<file path="src/rtl/exception_pkg.sv">
// exception_pkg: shared constants for exception_monitor.
//   - load-immediate opcode / source field values
//   - exception cause encoding and exception FSM state type
//   - per-program tables: divisor byte count, capture register per byte,
//     divide-entry check PC (indexed by ProgState, entry 0 = idle)
package exception_pkg;

  localparam logic [2:0] LDI_OPCODE = 3'b000;
  localparam logic [2:0] LDI_SRC    = 3'b111;

  // Number of byte slots the tables below describe per program.
  localparam int TBL_MAX_BYTES = 2;

  typedef enum logic [1:0] {
    CAUSE_NONE    = 2'b00,
    CAUSE_DIV0    = 2'b01,
    CAUSE_ILLEGAL = 2'b10,
    CAUSE_UNINIT  = 2'b11
  } exc_cause_t;

  typedef enum logic {
    ST_CLEAR   = 1'b0,
    ST_PENDING = 1'b1
  } exc_state_t;

  // Packed tables, highest program first in each concatenation.
  localparam logic [3:0][1:0] BYTES = {2'd0, 2'd1, 2'd2, 2'd0};

  // CAPTURE_REG[p][k]: destination register feeding byte k of program p.
  localparam logic [3:0][1:0][2:0] CAPTURE_REG = {
    {3'd0, 3'd0},   // program 3: no bytes
    {3'd0, 3'd2},   // program 2: byte0 <- R2
    {3'd1, 3'd0},   // program 1: byte0 <- R0, byte1 <- R1
    {3'd0, 3'd0}    // idle
  };

  localparam logic [3:0][9:0] CHECK_PC = {
    10'b00000_00000,  // program 3: unused (no bytes, no check)
    10'b00100_00110,  // program 2
    10'b00001_10011,  // program 1
    10'b00000_00000   // idle
  };

endpackage

</file>
<file path="src/rtl/exception_monitor_divisor_capture.sv">
// divisor_capture: per-program divisor byte bank.
//   i_clk, i_rst    : clock, async active-high reset
//   i_clear         : clear all bytes and captured bits this cycle
//   i_cap_en        : a legal, non-changing program may capture this cycle
//   i_ldi           : current instruction is a load-immediate
//   i_dest          : load-immediate destination register
//   i_data          : immediate data
//   i_prog          : active program (table index)
//   o_all_zero      : every byte used by i_prog is zero (registered view)
//   o_all_captured  : every byte used by i_prog has been written
// Byte 0 is the most significant divisor byte; only the zero test is
// needed here so the ordering does not affect the outputs.
// MAX_BYTES must not exceed exception_pkg::TBL_MAX_BYTES.
module divisor_capture
  import exception_pkg::*;
#(
  parameter int DATA_W    = 8,
  parameter int MAX_BYTES = 2
) (
  input  logic              i_clk,
  input  logic              i_rst,
  input  logic              i_clear,
  input  logic              i_cap_en,
  input  logic              i_ldi,
  input  logic [2:0]        i_dest,
  input  logic [DATA_W-1:0] i_data,
  input  logic [1:0]        i_prog,
  output logic              o_all_zero,
  output logic              o_all_captured
);

  logic [DATA_W-1:0]    r_bytes [MAX_BYTES];
  logic [MAX_BYTES-1:0] r_captured;

  always_ff @(posedge i_clk or posedge i_rst) begin
    if (i_rst) begin
      for (int k = 0; k < MAX_BYTES; k++) r_bytes[k] <= '0;
      r_captured <= '0;
    end else if (i_clear) begin
      for (int k = 0; k < MAX_BYTES; k++) r_bytes[k] <= '0;
      r_captured <= '0;
    end else if (i_cap_en && i_ldi) begin
      for (int k = 0; k < MAX_BYTES; k++) begin
        if (k < int'(BYTES[i_prog]) && i_dest == CAPTURE_REG[i_prog][k]) begin
          r_bytes[k]    <= i_data;
          r_captured[k] <= 1'b1;
        end
      end
    end
  end

  always_comb begin
    o_all_zero     = 1'b1;
    o_all_captured = 1'b1;
    for (int k = 0; k < MAX_BYTES; k++) begin
      if (k < int'(BYTES[i_prog])) begin
        if (r_bytes[k] != '0) o_all_zero = 1'b0;
        if (!r_captured[k])   o_all_captured = 1'b0;
      end
    end
  end

endmodule

</file>
<file path="src/rtl/exception_monitor.sv">
// exception_monitor: snoops the fetch stream, captures each program's
// divisor bytes and raises exceptions (divide by zero, uninitialised
// divisor, illegal ProgState) through a valid/ack handshake.
//   CLK, Reset   : clock, async active-high reset
//   ProgState    : active program, 0 = idle, > NUM_PROGS = illegal
//   Instruction  : executing instruction; PC: its address
//   DataIn       : immediate data presented with load-immediate
//   exc_ack      : consumer accepts pending exception
//   exc_valid    : exception pending (halt_req mirrors it)
//   exc_cause    : 01 div0, 10 illegal state, 11 uninitialised divisor
//   exc_pc       : PC at detection of the pending exception
//   exc_overrun  : events were dropped while pending
//   exc_count    : saturating count of all events since reset
// Handshake: exc_valid stays high with cause/pc stable until a cycle with
// exc_ack = 1; that edge retires the exception. Ack while idle is ignored.
module exception_monitor
  import exception_pkg::*;
#(
  parameter int DATA_W    = 8,
  parameter int INSTR_W   = 9,
  parameter int PC_W      = 10,
  parameter int NUM_PROGS = 3,
  parameter int MAX_BYTES = 2,
  parameter int CNT_W     = 8
) (
  input  logic               CLK,
  input  logic               Reset,
  input  logic [1:0]         ProgState,
  input  logic [INSTR_W-1:0] Instruction,
  input  logic [DATA_W-1:0]  DataIn,
  input  logic [PC_W-1:0]    PC,
  input  logic               exc_ack,
  output logic               exc_valid,
  output logic [1:0]         exc_cause,
  output logic [PC_W-1:0]    exc_pc,
  output logic               exc_overrun,
  output logic [CNT_W-1:0]   exc_count,
  output logic               halt_req
);

  logic [1:0]       r_prev_state;
  logic             r_pc_hit;      // PC was at the check PC last cycle
  exc_state_t       r_state, w_next_state;
  exc_cause_t       r_cause, w_next_cause, w_ev_cause;
  logic [PC_W-1:0]  r_pc, w_next_pc;
  logic             r_overrun, w_next_overrun;
  logic [CNT_W-1:0] r_count, w_next_count;

  logic w_change, w_illegal, w_legal, w_ldi, w_pc_hit, w_check;
  logic w_all_zero, w_all_captured, w_event;

  assign w_change  = (ProgState != r_prev_state);
  assign w_illegal = (int'(ProgState) > NUM_PROGS);
  assign w_legal   = (ProgState != 2'd0) && !w_illegal;
  assign w_ldi     = (Instruction[8:6] == LDI_OPCODE) &&
                     (Instruction[2:0] == LDI_SRC);
  assign w_pc_hit  = (PC == PC_W'(CHECK_PC[ProgState]));

  divisor_capture #(
    .DATA_W    (DATA_W),
    .MAX_BYTES (MAX_BYTES)
  ) u_capture (
    .i_clk          (CLK),
    .i_rst          (Reset),
    .i_clear        (w_change || (ProgState == 2'd0)),
    .i_cap_en       (w_legal && !w_change),
    .i_ldi          (w_ldi),
    .i_dest         (Instruction[5:3]),
    .i_data         (DataIn),
    .i_prog         (ProgState),
    .o_all_zero     (w_all_zero),
    .o_all_captured (w_all_captured)
  );

  // Check fires on the first cycle of a run at the check PC; the arm
  // (r_pc_hit) is forced low in a program-change cycle.
  assign w_check = w_legal && !w_change && w_pc_hit && !r_pc_hit &&
                   (BYTES[ProgState] != 2'd0);

  always_comb begin
    w_event    = 1'b1;
    w_ev_cause = CAUSE_NONE;
    if (w_illegal && w_change)                     w_ev_cause = CAUSE_ILLEGAL;
    else if (w_check && !w_all_captured)           w_ev_cause = CAUSE_UNINIT;
    else if (w_check && w_all_zero)                w_ev_cause = CAUSE_DIV0;
    else                                           w_event    = 1'b0;
  end

  always_ff @(posedge CLK or posedge Reset) begin
    if (Reset) begin
      r_prev_state <= '0;
      r_pc_hit     <= 1'b0;
      r_state      <= ST_CLEAR;
      r_cause      <= CAUSE_NONE;
      r_pc         <= '0;
      r_overrun    <= 1'b0;
      r_count      <= '0;
    end else begin
      r_prev_state <= ProgState;
      r_pc_hit     <= w_change ? 1'b0 : w_pc_hit;
      r_state      <= w_next_state;
      r_cause      <= w_next_cause;
      r_pc         <= w_next_pc;
      r_overrun    <= w_next_overrun;
      r_count      <= w_next_count;
    end
  end

  always_comb begin
    w_next_state   = r_state;
    w_next_cause   = r_cause;
    w_next_pc      = r_pc;
    w_next_overrun = r_overrun;
    w_next_count   = (w_event && (r_count != '1)) ? r_count + CNT_W'(1) : r_count;
    case (r_state)
      ST_CLEAR: begin
        if (w_event) begin
          w_next_state   = ST_PENDING;
          w_next_cause   = w_ev_cause;
          w_next_pc      = PC;
          w_next_overrun = 1'b0;
        end
      end
      ST_PENDING: begin
        if (exc_ack && w_event) begin
          w_next_cause   = w_ev_cause;
          w_next_pc      = PC;
          w_next_overrun = 1'b0;
        end else if (exc_ack) begin
          w_next_state   = ST_CLEAR;
          w_next_cause   = CAUSE_NONE;
          w_next_pc      = '0;
          w_next_overrun = 1'b0;
        end else if (w_event) begin
          w_next_overrun = 1'b1;
        end
      end
      default: w_next_state = ST_CLEAR;
    endcase
  end

  assign exc_valid   = (r_state == ST_PENDING);
  assign halt_req    = exc_valid;
  assign exc_cause   = r_cause;
  assign exc_pc      = r_pc;
  assign exc_overrun = r_overrun;
  assign exc_count   = r_count;

endmodule

</file>
<file path="config.mk">
export PLATFORM = sky130hd
export DESIGN_NAME = exception_monitor
export DESIGN_NICKNAME = d
export VERILOG_FILES = /design/src/rtl/exception_pkg.sv /design/src/rtl/exception_monitor_divisor_capture.sv /design/src/rtl/exception_monitor.sv
export SDC_FILE = /design/constraint.sdc
export NUM_CORES = 1
export LEC_CHECK = 0
export CORE_ASPECT_RATIO = 0.6
export CORE_MARGIN = 10
export CORE_UTILIZATION = 51
export CTS_CLUSTER_DIAMETER = 200
export DETAILED_ROUTE_END_ITERATION = 6
export PLACE_DENSITY = 0.84
export SYNTH_ARGS = -nofsm -noshare
export SYNTH_HDL_FRONTEND = slang
export SYNTH_SLANG_ARGS = --single-unit
</file>
<file path="constraint.sdc">
create_clock -name CLK -period 3.9 [get_ports CLK]
set_clock_uncertainty 0.15 [all_clocks]
set_input_delay 0.78 -clock CLK [delete_from_list [all_inputs] [get_ports CLK]]
set_output_delay 0.78 -clock CLK [all_outputs]
set_load 0.005 [all_outputs]
</file>
==> results.json <==
{
  "rsz0062_at_grt": "no",
  "start_util_pct": 53.41,
  "hold_buffers": 0,
  "setup_slack_ps": 673.4,
  "clk_pin_slew_ps": 80,
  "cp_max_fo": 11,
  "firstDrtPassIters": 4,
  "wl_per_cell_um": 16.55,
  "synth.yosys.warnings": 0,
  "gp_congestion": 0.8118,
  "first_global_vias": 1588,
  "drive_above_1_share_pct": 6.751,
  "vias": 1519,
  "synth.area.top_cells": "dfrtp_1, mux2i_1, nor2_1",
  "core_mm2": 0.003701,
  "ys_types": 40,
  "grt_usage_pct": 14.54,
  "slew_headroom_pct": 37.35,
  "min_path_type": "register to register",
  "drt_iter0_markers": 103,
  "yosys.cell_count.top_type": "dfrtp_1",
  "rows": 17,
  "avgSynthCellArea_um2": 11.04,
  "die_area_mm2": 0.006848,
  "cellPowerDensity_mw_per_mm2": 324.9,
  "dpl.hpwl_mm": 3.672,
  "synth_top_area_share_pct": 54.43,
  "clock.fmax_mhz": 309.9,
  "start_kind": "input port",
  "synthFlopType": "dfrtp_1",
  "clockBufferDepth": 2,
  "finalNetCount": 272,
  "holdWs_ps": 345.4,
  "multi_input_area_um2": 819.5,
  "cts-root-buf": "clkbuf_8",
  "power_leakage_nw": 1.220,
  "synth_area_leader_cell": "dfrtp_1",
  "drtAntennaViolNets": 0,
  "finalMaxSlewViolations": 0,
  "critPathKind": "input port to register",
  "maxCapViolations": 0,
  "register_area_mm2": 0.001076,
  "worstSkewPairLatency_ps": 300,
  "synth_common_cells": "dfrtp_1, nor2_1, mux2i_1",
  "io_pins": 55,
  "synth_seq_cells": 43,
  "die_x_um": 100.4,
  "post-route-min-period_ps": 3227,
  "die_h_um": 68.23,
  "grt_overflow": 0,
  "synth_nets": 215,
  "port_buffers": 54,
  "h-tree-depth": 2,
  "vias_per_cell": 5.349,
  "ir_drop_mv": 0.1998,
  "synth-async-reset-ratio_pct": 100.0,
  "drt_wl_total_mm": 4.701,
  "area_delta_synth_final_pct": 35.57,
  "numClockSinks": 43,
  "route.detailed.drc": 0,
  "ctsResizeCount": 0,
  "place_ws_ps": 368.9,
  "synth_seq_area_share_pct": 54.43,
  "synth_edf_count": 0,
  "synthCells": 179,
  "worst_pin_slew_ps": 935.4,
  "grt_max_degree": 23,
  "antenna_found_initial": 0,
  "status": "complete, no violations",
  "fill_cells": 272,
  "setup_tns_ps": 0,
  "finalHoldViolations": 0,
  "cts_made_buffers": 5,
  "cts_tree": "built",
  "period_share_pct": 82.73,
  "post_cts_buffers": 0,
  "cp-end-kind": "register",
  "syn_area_mm2": 0.001977,
  "grt_first_pass_wirelength_mm": 7.783,
  "setup_viol": 0,
  "arrival_ps": 3270,
  "diodes": 0,
  "critPathRequiredTime_ps": 3940
}
-- cells in the final DEF, fill, tap and decap left out, types with 2 or more instances in the layout --
master,n
clkdlybuf4s50_1,54
dfrtp_1,43
nor2_1,26
mux2i_1,17
nand2_1,9
xnor2_1,8
inv_1,7
nor4_1,6
a32o_1,6
clkbuf_8,6
and2_1,5
buf_4,5
and3_1,4
ha_1,4
nand3_1,3
nor3_1,3
nand2b_1,3
nand4_1,3
a21oi_1,2
a31oi_1,2
a22oi_1,2
-- metrics by stage --
step / instances / power [mW] / utilization, % / cell area (um^2)
2_1_floorplan: 179 / 0.4808 / - / 1977
3_3_place_gp: 276 / 0.5252 / 69.24 / 2562
3_5_place_dp: 276 / 0.5269 / 69.24 / 2562
4_1_cts: 284 / 0.8754 / 72.41 / 2680
5_1_grt: 284 / 0.9065 / 72.41 / 2680
6_report: 284 / 0.8708 / 72.41 / 2680
-- metal layers --
layer	part of all wire (%)	GRT usage, %	vias to the layer above	wire (um)
li1	-	-	743	-
met1	48	18.98	716	2244
met2	40	19.81	53	1877
met3	11	7.940	7	524
met4	1.1	5.263	0	54
met5	0	0	-	0
-- cell type report --
cell class / instances / area share [%]
Multi-Input combinational cell: 119 / 30.58
Timing Repair Buffer: 59 / 21.57
Clock inverter: 2 / 1.307
Sequential cell: 43 / 40.15
Inverter: 8 / 1.120
Tap cell: 47 / 2.194
Clock buffer: 6 / 3.081
-- worst paths after layout --
path | slack (ps) | cells after the start | endpoint | startpoint
min | 350 | 2 | u_capture.r_captured[1]$_DFFE_PP0P_ | u_capture.r_captured[1]$_DFFE_PP0P_
min reg2reg | 350 | 2 | u_capture.r_captured[1]$_DFFE_PP0P_ | u_capture.r_captured[1]$_DFFE_PP0P_
min in group asynchronous | 690 | 2 | exc_count[1]$_DFFE_PP0P_ | Reset
max reg2reg | 1630 | 6 | exc_pc[5]$_DFFE_PP0P_ | r_prev_state[0]$_DFF_PP0_
max | 670 | 8 | exc_pc[5]$_DFFE_PP0P_ | ProgState[1]
max in group asynchronous | 2210 | 3 | u_capture.r_bytes[9]$_DFFE_PP0P_ | Reset
-- cells by family (layout without fill, tap and decap cells) --
family / Yosys count / after routing / synth area share (%)
and+or+nand+nor: 70 / 70 / 18.54
DFF: 43 / 43 / 54.43
AOI/OAI and AO/OA: 18 / 18 / 7.215
muxes: 18 / 18 / 9.177
buffers and inverters: 17 / 75 / 4.114
xor gates and xnor gates: 9 / 9 / 3.988
adders and majority gates: 4 / 4 / 2.532
-- power by group --
group	internal [mW]	switching, mW
clock network	0.207	0.146
registers	0.447	0.00109
logic	0.0382	0.0308
total	0.693	0.178
-- sequential cells by signal, summed over array words and instances (netlist names) --
signal                count
exc_count                 8
exc_pc                   10
u_capture.r_bytes        16
u_capture.r_captured      2
r_prev_state              2
exc_valid                 1
r_pc_hit                  1
exc_cause                 2
exc_overrun               1
-- worst max-delay path, stage by stage --
cell and delay (ps):
clkdlybuf4s50_1 540, inv_1 80, ha_1 230, nor4_1 290, o211ai_1 150, nor4_2 450, a31oi_1 420, a32o_1 330
(Power assumes the default switching activity.)
